$ cat config.mk
export PLATFORM = sky130hd
export DESIGN_NAME = banco_ctrl
export DESIGN_NICKNAME = d
export VERILOG_FILES = /design/src/rtl/banco_ctrl.sv
export SDC_FILE = /design/constraint.sdc
export NUM_CORES = 1
export LEC_CHECK = 0
export ABC_AREA = 1
export CAP_MARGIN = 40
export CORE_MARGIN = 4
export CORE_UTILIZATION = 45
export DETAILED_ROUTE_END_ITERATION = 10
export GPL_TIMING_DRIVEN = 0
export HOLD_SLACK_MARGIN = 0.12
export PLACE_DENSITY = 0.79
export SLEW_MARGIN = 20
export SYNTH_ARGS = -nofsm -noshare
export SYNTH_HDL_FRONTEND = slang
export SYNTH_SLANG_ARGS = --single-unit
$ cat constraint.sdc
create_clock -name clk -period 1.9 [get_ports clk]
set_input_delay 0.38 -clock clk [delete_from_list [all_inputs] [get_ports clk]]
set_output_delay 0.38 -clock clk [all_outputs]
set_load 0.005 [all_outputs]
$ cat src/rtl/banco_ctrl.sv
// banco_ctrl: write-port controller for banco_registro.
// Arbitrates the bank's single write port between requesters A and B
// (req/ack handshake, round-robin on ties) and runs a bulk-clear sweep
// that writes zero to registers 0..NUM_REGS-1. Every output is registered.
module banco_ctrl #(
  parameter int DATA_W   = 8,
  parameter int ADDR_W   = 8,
  parameter int NUM_REGS = 256
) (
  input  logic              clk,
  input  logic              rst,
  input  logic              req_a,
  input  logic [ADDR_W-1:0] addr_a,
  input  logic [DATA_W-1:0] data_a,
  output logic              ack_a,
  input  logic              req_b,
  input  logic [ADDR_W-1:0] addr_b,
  input  logic [DATA_W-1:0] data_b,
  output logic              ack_b,
  input  logic              clr_start,
  output logic              clr_busy,
  output logic              clr_done,
  output logic              bank_we,
  output logic [ADDR_W-1:0] bank_addr,
  output logic [DATA_W-1:0] bank_data
);

  typedef enum logic [1:0] {
    IDLE  = 2'd0,
    WRITE = 2'd1,
    CLEAR = 2'd2
  } state_t;

  // Final address of the sweep; with NUM_REGS = 2**ADDR_W this is all-ones,
  // so the counter stops there instead of wrapping.
  localparam logic [ADDR_W-1:0] LAST_ADDR = ADDR_W'(NUM_REGS - 1);

  state_t            state, state_next;
  logic              last_b, last_b_next;   // 1: B received the most recent grant
  logic [ADDR_W-1:0] clr_cnt, clr_cnt_next;
  logic              bank_we_next;
  logic [ADDR_W-1:0] bank_addr_next;
  logic [DATA_W-1:0] bank_data_next;
  logic              ack_a_next, ack_b_next;
  logic              clr_busy_next, clr_done_next;
  logic              grant_a, grant_b;

  // Round-robin arbitration: a lone request wins; on a tie the requester
  // that was not granted last wins.
  always_comb begin
    grant_a = req_a && (!req_b || last_b);
    grant_b = req_b && (!req_a || !last_b);
  end

  // Next-state and next-output logic; pulses default low, bank bus holds.
  always_comb begin
    state_next     = state;
    last_b_next    = last_b;
    clr_cnt_next   = clr_cnt;
    bank_we_next   = 1'b0;
    bank_addr_next = bank_addr;
    bank_data_next = bank_data;
    ack_a_next     = 1'b0;
    ack_b_next     = 1'b0;
    clr_busy_next  = 1'b0;
    clr_done_next  = 1'b0;
    case (state)
      IDLE: begin
        if (clr_start) begin
          // Clear has priority; any pending request simply keeps waiting.
          state_next     = CLEAR;
          clr_cnt_next   = '0;
          clr_busy_next  = 1'b1;
          bank_we_next   = 1'b1;
          bank_addr_next = '0;
          bank_data_next = '0;
        end else if (grant_a) begin
          state_next     = WRITE;
          bank_we_next   = 1'b1;
          bank_addr_next = addr_a;
          bank_data_next = data_a;
          ack_a_next     = 1'b1;
          last_b_next    = 1'b0;
        end else if (grant_b) begin
          state_next     = WRITE;
          bank_we_next   = 1'b1;
          bank_addr_next = addr_b;
          bank_data_next = data_b;
          ack_b_next     = 1'b1;
          last_b_next    = 1'b1;
        end
      end
      WRITE: begin
        // Single-cycle write; the requester drops req before IDLE looks again.
        state_next = IDLE;
      end
      CLEAR: begin
        if (clr_cnt == LAST_ADDR) begin
          state_next    = IDLE;
          clr_done_next = 1'b1;
        end else begin
          clr_cnt_next   = clr_cnt + 1'b1;
          clr_busy_next  = 1'b1;
          bank_we_next   = 1'b1;
          bank_addr_next = clr_cnt + 1'b1;
          bank_data_next = '0;
        end
      end
      default: begin
        state_next = IDLE;
      end
    endcase
  end

  // State and registered outputs; reset aborts any write or sweep at once.
  always_ff @(posedge clk or negedge rst) begin
    if (!rst) begin
      state     <= IDLE;
      last_b    <= 1'b1;
      clr_cnt   <= '0;
      bank_we   <= 1'b0;
      bank_addr <= '0;
      bank_data <= '0;
      ack_a     <= 1'b0;
      ack_b     <= 1'b0;
      clr_busy  <= 1'b0;
      clr_done  <= 1'b0;
    end else begin
      state     <= state_next;
      last_b    <= last_b_next;
      clr_cnt   <= clr_cnt_next;
      bank_we   <= bank_we_next;
      bank_addr <= bank_addr_next;
      bank_data <= bank_data_next;
      ack_a     <= ack_a_next;
      ack_b     <= ack_b_next;
      clr_busy  <= clr_busy_next;
      clr_done  <= clr_done_next;
    end
  end

endmodule

== Word-level counts from Yosys, hierarchy flattened ==
Index checks and enable logic that the tools add are counted.
Operators by class
  add/sub/neg operators: 1
  $mul: 0
  div/mod/pow operators: 0
  order comparisons: 0
  equal/unequal tests: 6
  shift-type cells: 0
  multiplexer cells: 34
  bitwise gates (word level): 1
  reduce and logical (&&, ||, !) cells: 14
Operators with widths (number)
  8-bit 2-to-1 mux: 9
  8-bit one-hot mux with 2 select lines: 3
  1-bit 2-to-1 mux: 15
  3-bit AND reduction: 3
  8-bit by 1-bit adder with 8-bit output, second input constant: 1
  8-bit == test, second input constant: 1
  2-bit 2-to-1 mux: 4
  2-bit != test, second input constant: 3
  4-bit != test, second input constant: 1
  1-bit one-hot mux with 2 select lines: 2
  2-bit one-hot mux with 2 select lines: 1
  2-bit nonzero test: 2
  1-bit logical NOT: 3
  2-bit == test, second input constant: 1
  1-bit logical AND: 2
  2-bit logical NOT: 1
  1-bit logical OR: 2
  2-bit AND reduction: 1
  1-bit NOT: 1
Word-level totals
  register bits after elaboration: 32
  latch bits: 0
  memory bits (writable): 0
  bits in read-only memories: 0
  input port bits: 37
  output and inout port bits: 21
  logic and storage cells: 66
  memories kept: 0

== Depth between registers and ports, before layout ==
  depth after elaboration: 7
  mapped depth: 10
  gate-level depth less buffers: 8

== Worst setup path after synthesis ==
No wires, ideal clock.
  path kind: register -> register
  start: register clr_cnt[0]
  end: register bank_addr[0]
  library setup time: 0.116 ns
  arrival: 1.268 ns
  data required time: 1.784 ns
  slack: 0.515 ns
  stages on the path, launching flop included: 10
  buffers on the path: 2
  clock period less this slack: 1.385 ns
  cells stage by stage: dfrtp_1 ha_1 nand3_2 inv_2 nand2_2 nand2_2 buf_6 clkbuf_8 nand3_1 nand2_1
On the way
  word-level cells in the longest chain between the ends: 3
  elaborated cells on any way between the ends: 6
  those cells by class: 1 x add/sub; 2 x eq/ne; 2 x mux; 1 x reduce/logical
Ends and longest elaborated chain
  start: declaration: RTL line 40  | logic [ADDR_W-1:0] clr_cnt, clr_cnt_next;
  start signal: assignment: RTL line 131  | clr_cnt <= clr_cnt_next;
  8-bit by 1-bit adder with 8-bit output / 8-bit == test (equally long branches): RTL line 105, 98
  8-bit 2-to-1 mux / 2-bit != test (equally long branches)
  8-bit one-hot mux with 2 select lines / 3-bit AND reduction (equally long branches)
  end signal: assignment: RTL line 133  | bank_addr <= bank_addr_next;
  end: declaration: RTL line 24  | output logic [ADDR_W-1:0] bank_addr,
Several ways; a longest one is shown, not always the timed one. The select of a mux whose other input is x is not followed.
A chain may end at the register's enable or synchronous reset.

== Final worst setup path ==
  start: input req_b
  end: register bank_addr[2]
On the way
  word-level cells in the longest chain between the ends: 6
  elaborated cells on any way between the ends: 9
  those cells by class: 1 x eq/ne; 3 x mux; 5 x reduce/logical
Ends and longest elaborated chain
  start: declaration: RTL line 16  | input logic req_b,
  1-bit logical NOT: RTL line 51  | grant_a = req_a && (!req_b || last_b);
  1-bit logical OR: RTL line 51
  1-bit logical AND: RTL line 51
  8-bit 2-to-1 mux: RTL line 77  | end else if (grant_a) begin
  8-bit 2-to-1 mux: RTL line 69  | if (clr_start) begin
  8-bit one-hot mux with 2 select lines: RTL line 67  | case (state)
Several ways; a longest one is shown, not always the timed one.

==> results_dict.tcl <==
set metrics [dict create \
    cp.required_ps 2070 \
    finalClockSkew_ps 7.38 \
    synth-simple-area-share_pct 35.9 \
    routabilityCongestion 0.830 \
    seq_power_share_pct 34.3 \
    synthTopCellsByArea "dfrtp_1, nand2_1, nand3_1, inv_1, a21oi_1" \
    slew_headroom_pct 53.4 \
    dr_total_vias 1713 \
    synth_compound_area_share_pct 7.38 \
    netlist.area_leader.share_pct 44.4 \
    slew_violations 0 \
    track_usage_pct 18.3 \
    reg2reg_slack_ps 310 \
    yosysTopAreaCell "dfrtp_1" \
    start_util_pct 47.0 \
    power_density_nw_per_um2 1360 \
    p_sw_mw 1.32 \
    routed_via_density 4.88 \
    synth-seq-cells 32 \
    synthesis.nets 276 \
    p_comb_share_pct 49.8 \
    clkTransAtPathRegs_ps 70 \
    status "finished clean" \
    fp.dieH_um 70.3 \
    met2_usage_pct 30.6 \
    min_period_ps 1670 \
    reg2reg_from "clr_cnt[0]" \
    clkLatencyLatePin_ps 280 \
    drt-initial-drc-count 121 \
    place_ws_ps -64.5 \
    p_leak_nw 1.23 \
    ys_seq_area_share_pct 45.9 \
    cap_violations 0 \
    endpoint_kind "flip-flop" \
    finalNetCount 340 \
    rows 22 \
    ir_drop_v 0.000625 \
    num_io_pins 58 \
    cts_resized 0 \
    grt_max_degree 33 \
    hold_path_class "in2async" \
    grt_remaining_overflow 0 \
    ys.flop_type "dfrtp_1" \
    tritoncts "done" \
    synth_top_family_by_area "simple AND/OR/NAND/NOR gates" \
    synth_edf_count 0 \
    antenna_cells 0 \
    hold_buffers 0 \
    cts_buffers 5 \
    synth_fa_ha_area_share_pct 0.716 \
    synthArstFlopShare_pct 100 \
    drive_above_1_share_pct 9.24 \
    reg2reg_depth 10 \
    syn_inst 238 \
    grtUsageMet1_pct 22.6 \
    finalSetupViolations 0 \
    numPortBuffers 57 \
    cts_sinks 32 \
    drc 0 \
    rsz0062_at_grt "false" \
    fmax_mhz 598 \
    cts_setup_buffers 0 \
    fin_tns_setup_ps 0 \
    antenna_found_initial 0 \
    crit_type "in2reg" \
    tightest_slew_ps 699 \
    core_region_area_um2 3720 \
    syn_to_final_growth_pct 41.0 \
    endpoint "bank_addr[2]" \
    synth_area_um2 1750 \
    fin_ws_ps 228 \
    routed_wl_um 4270 \
    htree_levels 2 \
    grt_pass1_wl_um 7270 \
    finalCritPeriodShare_pct 88.0 \
    hpwl_um 3240 \
    routedWlPerCell_um 12.2 \
    first_global_vias 1642 \
    yosys_warnings 0 \
    rr_endpoint "bank_addr[2]" \
    synthMuxAreaShare_pct 0 \
    yosys.area_share.xor_xnor_pct 0.501 \
    crit_start "req_b" \
    cts_max_path_buffers 2 \
    worstPathArrival_ps 1840 \
    cp_max_fo 10 \
    die_area_um2 4940 \
    die_w_um 70.3 \
    detail-route-antenna-nets 0 \
    swShare_pct 39.5 \
    drtPass1Iterations 4 \
    top_usage_layer "met2" \
    syn_area_per_cell_um2 7.34 \
    grt_use_met3_pct 6.47 \
    hold_viol 0 \
    power_frac_clock_pct 15.9 \
    cp-start-kind "primary input" \
    ys_types 23 \
    cts-root-buf "clkbuf_8" \
    internal_power_mw 2.03 \
]
## flip-flops by register name, indices dropped and copies added, names as in the netlist
| signal | flops |
|---|---|
| bank_addr | 8 |
| bank_data | 8 |
| clr_cnt | 8 |
| state | 2 |
| ack_a | 1 |
| ack_b | 1 |
| bank_we | 1 |
| clr_busy | 1 |
| clr_done | 1 |
| last_b | 1 |
## layout make-up
class                           count  area (um^2)
Timing Repair Buffer               57          566
Clock buffer                        8         90.1
Tap cell                           48         60.1
Sequential cell                    32          802
Buffer                              8         73.8
Inverter                           25         93.8
Fill cell                         341         1250
Multi-Input combinational cell    173          777
## metrics by stage
stage	hold WS [ps]	std cells	total power [mW]	area [um^2]	util, %
global route	203	351	3.64	2460	66.3
CTS	166	351	3.38	2460	66.3
global placement	478	343	2.80	2380	64.0
detailed placement	468	343	2.85	2370	63.8
floorplan	84.4	238	2.16	1750	-
finish	139	351	3.36	2460	66.3
## layer usage
layer	part of all wire, %	up-vias
li1	-	870
met1	44	781
met2	46	58
met3	9.2	4
met4	0.44	0
met5	0	-
## critical path, cell delays in order
cell and delay (ps):
clkdlybuf4s50_1 540, nand2_1 70, nand2_1 190, nand3_1 160, nand2_4 160, nand2_8 90
buf_8 140, nand2_1 60, nand2_1 40
## worst min-delay path by stage
stage / startpoint / to / slack [ps]
CTS: rst / clr_busy / 170
global placement: last_b / last_b / 480
detailed placement: rst / clr_busy / 470
finish: rst / clr_cnt[0] / 140
global route: rst / clr_cnt[0] / 200
floorplan: rst / ack_a / 80
## power groups by stage
stage / logic (mW) / registers (mW) / clock network [mW]
6_report: 1.67 / 1.15 / 0.534
5_1_grt: 1.87 / 1.19 / 0.576
4_1_cts: 1.69 / 1.15 / 0.538
3_5_place_dp: 1.68 / 1.16 / 0
3_3_place_gp: 1.65 / 1.16 / 0
2_1_floorplan: 1.02 / 1.14 / 0
## cell families (layout without fill, tap and decap cells)
family / after synthesis / count (layout)
AOI/OAI and AO/OA: 25 / 25
DFF: 32 / 32
adders and majority gates: 1 / 1
and+or+nand+nor: 146 / 146
xor gates and xnor gates: 1 / 1
buffers and inverters: 33 / 98
## synth_stat cells, types with 2 or more instances
cell,count
nand2_1,93
dfrtp_1,31
nand3_1,29
inv_1,21
nor2_1,16
a21oi_1,15
o21ai_0,8
inv_2,4
buf_2,3
nand2_2,3
buf_6,2
nor2_2,2
## cell usage in the layout, fill, tap and decap left out, drive strengths merged
cell type	netlist	layout
o21bai	1	1
a21oi	15	15
a31oi	1	1
xnor2	1	1
nand3	30	30
ha	1	1
nor2	18	18
clkdlybuf4s50	0	56
dfstp	1	1
inv	25	25
dfrtp	31	31
buf	7	8
nand2	98	98
o21ai	8	8
clkbuf	1	9
No activity file was read; power rests on OpenSTA's default activity.
